--- config.mk ---
export PLATFORM = sky130hd
export DESIGN_NAME = rescueprime_state_serializer
export DESIGN_NICKNAME = d
export VERILOG_FILES = /design/src/rtl/rescueprime_pkg.sv /design/src/rtl/rescueprime_state_serializer.sv
export SDC_FILE = /design/constraint.sdc
export NUM_CORES = 2
export LEC_CHECK = 0
export BUFFER_PORTS_ARGS = -buffer_cell sky130_fd_sc_hd__buf_2
export CAP_MARGIN = 40
export CORE_AREA = 4 4 303 305
export DETAILED_ROUTE_END_ITERATION = 10
export DIE_AREA = 0 0 307 309
export GPL_ROUTABILITY_DRIVEN = 1
export PLACE_DENSITY_LB_ADDON = 0.3
export SLEW_MARGIN = 30
export SYNTH_ARGS = -nofsm -noshare
export SYNTH_HDL_FRONTEND = slang
export SYNTH_SLANG_ARGS = --single-unit
--- constraint.sdc ---
create_clock -name clk -period 25.3 [get_ports clk]
set_clock_uncertainty 0.2 [all_clocks]
set_input_delay 1.265 -clock clk [delete_from_list [all_inputs] [get_ports clk]]
set_output_delay 1.265 -clock clk [all_outputs]
set_load 0.02 [all_outputs]
--- src/rtl/rescueprime_pkg.sv ---
// Shared encodings and size helpers for the Rescue-Prime drain serializer.
package rescueprime_pkg;

  localparam logic [0:0] ST_IDLE = 1'b0;
  localparam logic [0:0] ST_SEND = 1'b1;

  function automatic int bytes_per_elem(input int n_bits);
    return (n_bits + 7) / 8;
  endfunction

  function automatic int total_bytes(input int n_bits);
    return 3 * bytes_per_elem(n_bits);
  endfunction

  // Never returns less than 1 so a one-byte frame still gets a counter bit.
  function automatic int clog2_min1(input int value);
    int r;
    r = 0;
    while ((1 << r) < value) r++;
    return (r < 1) ? 1 : r;
  endfunction

endpackage

--- src/rtl/rescueprime_state_serializer.sv ---
// Captures the three permutation output elements and streams them LSB byte
// first (elem_1, elem_2, elem_3) over a valid/ready byte interface.
module rescueprime_state_serializer
  import rescueprime_pkg::*;
#(
  parameter int N_BITS = 254
) (
  input  logic              clk,
  input  logic              rst,
  input  logic              in_valid,
  input  logic [N_BITS-1:0] elem_1,
  input  logic [N_BITS-1:0] elem_2,
  input  logic [N_BITS-1:0] elem_3,
  output logic [7:0]        tx_data,
  output logic              tx_valid,
  input  logic              tx_ready,
  output logic              tx_last,
  output logic              busy,
  output logic              overrun,
  input  logic              overrun_clr
);

  localparam int BYTES_PER_ELEM = bytes_per_elem(N_BITS);
  localparam int TOTAL_BYTES    = total_bytes(N_BITS);
  localparam int CNT_W          = clog2_min1(TOTAL_BYTES);
  localparam int ELEM_W         = BYTES_PER_ELEM * 8;
  localparam int SR_W           = TOTAL_BYTES * 8;
  localparam logic [CNT_W-1:0] LAST_CNT = CNT_W'(TOTAL_BYTES - 1);

  logic [0:0]       state;
  logic [CNT_W-1:0] cnt;
  logic [SR_W-1:0]  sr;
  logic             sending;
  logic             at_last;
  logic             last_hs;
  logic             capture;
  logic             drop;

  assign sending = (state == ST_SEND);
  assign at_last = (cnt == LAST_CNT);
  assign last_hs = sending && tx_ready && at_last;
  // A strobe is only accepted when no frame would be cut short by it.
  assign capture = in_valid && (!sending || last_hs);
  assign drop    = in_valid && sending && !last_hs;

  assign tx_data  = sr[7:0];
  assign tx_valid = sending;
  assign busy     = sending;
  assign tx_last  = sending && at_last;

  always_ff @(posedge clk or posedge rst) begin
    if (rst) begin
      state <= ST_IDLE;
      cnt   <= '0;
      sr    <= '0;
    end else if (capture) begin
      state <= ST_SEND;
      cnt   <= '0;
      sr    <= {ELEM_W'(elem_3), ELEM_W'(elem_2), ELEM_W'(elem_1)};
    end else if (sending && tx_ready) begin
      sr <= sr >> 8;
      if (at_last) begin
        state <= ST_IDLE;
        cnt   <= '0;
      end else begin
        cnt <= cnt + CNT_W'(1);
      end
    end
  end

  // Set takes priority over a same-cycle clear.
  always_ff @(posedge clk or posedge rst) begin
    if (rst) begin
      overrun <= 1'b0;
    end else if (drop) begin
      overrun <= 1'b1;
    end else if (overrun_clr) begin
      overrun <= 1'b0;
    end
  end

endmodule

==> results.py <==
metrics = {
    "placement": {
        "io_buffer_count": 778,
        "dp.cells": 5877,
        "place_congestion": 0.882,
        "dp_slack_ns": 19.55,
        "dp_hpwl_um": 81400,
    },
    "synth": {
        "synth_top_area_share": 0.524,
        "synth_top_area_cell": "dfrtp_1",
        "synthCells": 4218,
        "ys_async_sr_fraction": 1.00,
        "synth_cell_type_count": 34,
        "ys_warn_count": 0,
        "synth-edff-count": 0,
        "ys_seq_elements": 775,
        "synth.top_cells.by_area": "dfrtp_1, o221ai_1, nand2_1",
        "syn_avg_cell_area_um2": 8.78,
        "synth_fp_nets": 4986,
        "ys_seq_area_frac": 0.524,
        "ys.flop_type": "dfrtp_1",
        "netlist_area_um2": 37000,
    },
    "setup_path": {
        "startpoint_type": "primary input",
        "endpoint_kind": "flip-flop",
        "critical_path_buf_inv_count": 5,
        "cp_top_family": "buffers and inverters",
        "reg2reg_depth": 8,
        "r2r_slack_ns": 21.07,
        "slowest_stage": "buf_6",
        "cp.required_ns": 25.57,
        "crit_chain": "buf_8, nand4b_1, o21ai_4, buf_4, buf_12, buf_16, buf_6, o221ai_1",
        "slowest_delay_ns": 0.67,
        "critPathKind": "primary input to flip-flop",
        "crit_fanout": 149,
        "r2r-start": "cnt[0]$_DFFE_PP0P_",
        "critPathLaunch": "in_valid",
        "r2r-end": "sr[447]$_DFFE_PP0P_",
        "cp.arrival_ns": 4.88,
    },
    "floorplanning": {
        "ios": 779,
        "core-area_um2": 89300,
        "chipHeight_um": 309,
        "die-area_um2": 94900,
        "start_util": 0.415,
        "die_x_um": 307,
        "num_rows": 110,
    },
    "timing": {
        "tns_ns": 0,
        "rsz0062_at_grt": "false",
        "slew_headroom": 0.456,
        "final-setup-viol-count": 0,
        "hold_viol_final": 0,
        "post-route-min-period_ns": 4.61,
        "drv_slew": 0,
        "maxClockFrequency_mhz": 217,
        "fin_crit_sh": 0.182,
        "worstMarginPinSlew_ns": 0.815,
        "fin_ws_ns": 20.69,
    },
    "global_routing": {
        "grt_max_degree": 229,
        "grt_antenna_before_repair": 32,
        "grt_usage": 0.240,
        "grt_pass1_wl_um": 181000,
        "grt-ovfl-total": 0,
        "grt_pass1_vias": 32000,
    },
    "clock_network": {
        "ctsResizeCount": 0,
        "clock_sinks": 775,
        "post_cts_buffers": 0,
        "ctsHtreeMaxLevel": 3,
        "root_buffer": "clkbuf_16",
        "cts_tree": "yes",
        "clk_pin_slew_worst_paths_ns": 0.06,
        "cts_buffers": 88,
        "cts_hold_buffers": 0,
        "clock_latency_ns": 0.64,
        "clock_path_buffers": 3,
    },
    "layout": {
        "drive_gt1_frac": 0.220,
        "filler_cell_count": 8450,
        "layout.cells.most_common": "nand2_1",
        "mostFrequentLayoutCells": "nand2_1, buf_2, dfrtp_1",
        "final_cell_count_no_fill": 6071,
        "num-nets-final": 5571,
        "area_delta_synth_final_pct": 21.7,
    },
    "drt": {
        "vias": 32300,
        "firstDrtPassIters": 7,
        "drt_iter0_markers": 3342,
        "vias_per_cell": 5.33,
        "drt.antenna.violating_nets": 0,
        "drc": 0,
        "wl_per_cell_um": 19.6,
        "wl_um": 119000,
    },
    "status": {
        "status": "finished clean",
    },
    "hold_path": {
        "holdPathEnd": "sr[510]$_DFFE_PP0P_",
        "hold_depth": 1,
        "hold_start": "sr[518]$_DFFE_PP0P_",
        "worst_hold_path_type": "flip-flop to flip-flop",
    },
    "pwr": {
        "p_per_area_nw_per_um2": 74.6,
        "ir_worst_vdd_mv": 0.0639,
        "total_leakage_power_nw": 21.1,
    },
    "flow_run": {
        "maxCapViolCount": 0,
    },
}
## Yosys cell counts (2+ instances only)
master,instances
a21o_1,2
a21oi_1,3
a22o_1,3
a22oi_1,2
buf_2,134
buf_4,20
buf_6,10
clkbuf_1,186
dfrtp_1,775
inv_1,758
nand2_1,1521
nand2b_1,5
nand3_1,4
nand4b_1,2
o211ai_1,2
o21a_1,2
o21ai_0,6
o221ai_1,684
o221ai_2,70
o22ai_1,8
o31ai_1,5
or3_1,3
or4_1,2
## power breakdown
group | internal [mW] | switching, mW
clock | 0.807 | 0.544
sequential | 1.42 | 0.105
combinational | 0.210 | 0.279
## cells by family (layout without fill, tap and decap cells)
| kind of cell | Yosys count | count (layout) | share of synthesized area |
|---|---|---|---|
| AOI/OAI and AO/OA | 789 | 789 | 0.197 |
| adders and majority gates | 1 | 1 | 0.000338 |
| buffers and inverters | 1108 | 1764 | 0.121 |
| DFF | 775 | 775 | 0.524 |
| muxes | 1 | 1 | 0.000608 |
| other | 0 | 21 | 0 |
| and+or+nand+nor | 1544 | 1544 | 0.158 |
## stage by stage
stage	util	power [mW]	cell area, um2	hold WS, ns
after detailed placement	0.466	2.03	41600	0.270
after global routing	0.504	3.53	45100	0.297
after global placement	0.461	2.01	41100	0.267
after floorplan	-	1.84	37000	0.256
final	0.504	3.36	45100	0.280
after CTS	0.501	3.39	44700	0.283
## how the worst max path moves through the flow
stage	to	depth (start not counted)	slack, ns
3_3_place_gp	sr[80]$_DFFE_PP0P_	7	19.21
3_5_place_dp	sr[464]$_DFFE_PP0P_	10	19.55
4_1_cts	sr[472]$_DFFE_PP0P_	10	20.24
5_1_grt	sr[474]$_DFFE_PP0P_	11	20.22
2_1_floorplan	busy$_DFFE_PP0P_	1	2.08
6_report	sr[447]$_DFFE_PP0P_	8	20.69
## worst register-to-register path: stages (launching register included)
cell	delay (ns)
dfrtp_1	0.39
ha_1	0.27
nand4b_1	0.20
o21ai_4	0.39
buf_4	0.62
buf_12	0.33
buf_16	0.52
buf_6	0.87
o221ai_1	0.28
## routing by layer
layer	GRT usage	routed length [um]
met4	0.110	5070
met2	0.380	56200
met5	0	155
met3	0.0450	7610
met1	0.323	50000
## sequential cells by signal, summed over array words and instances, names as in the netlist
name	cells
busy	1
cnt	7
overrun	1
sr	766
## cell type report
type	count	area, um2	area share
Multi-Input combinational cell	2335	13200	0.293
Tap cell	1176	1470	0.0327
Sequential cell	775	19400	0.430
Antenna cell	21	52.6	0.00117
Inverter	758	2850	0.0633
Clock inverter	34	467	0.0104
Timing Repair Buffer	845	4980	0.111
Clock buffer	127	2660	0.0590
No activity file was read; power rests on OpenSTA's default activity.
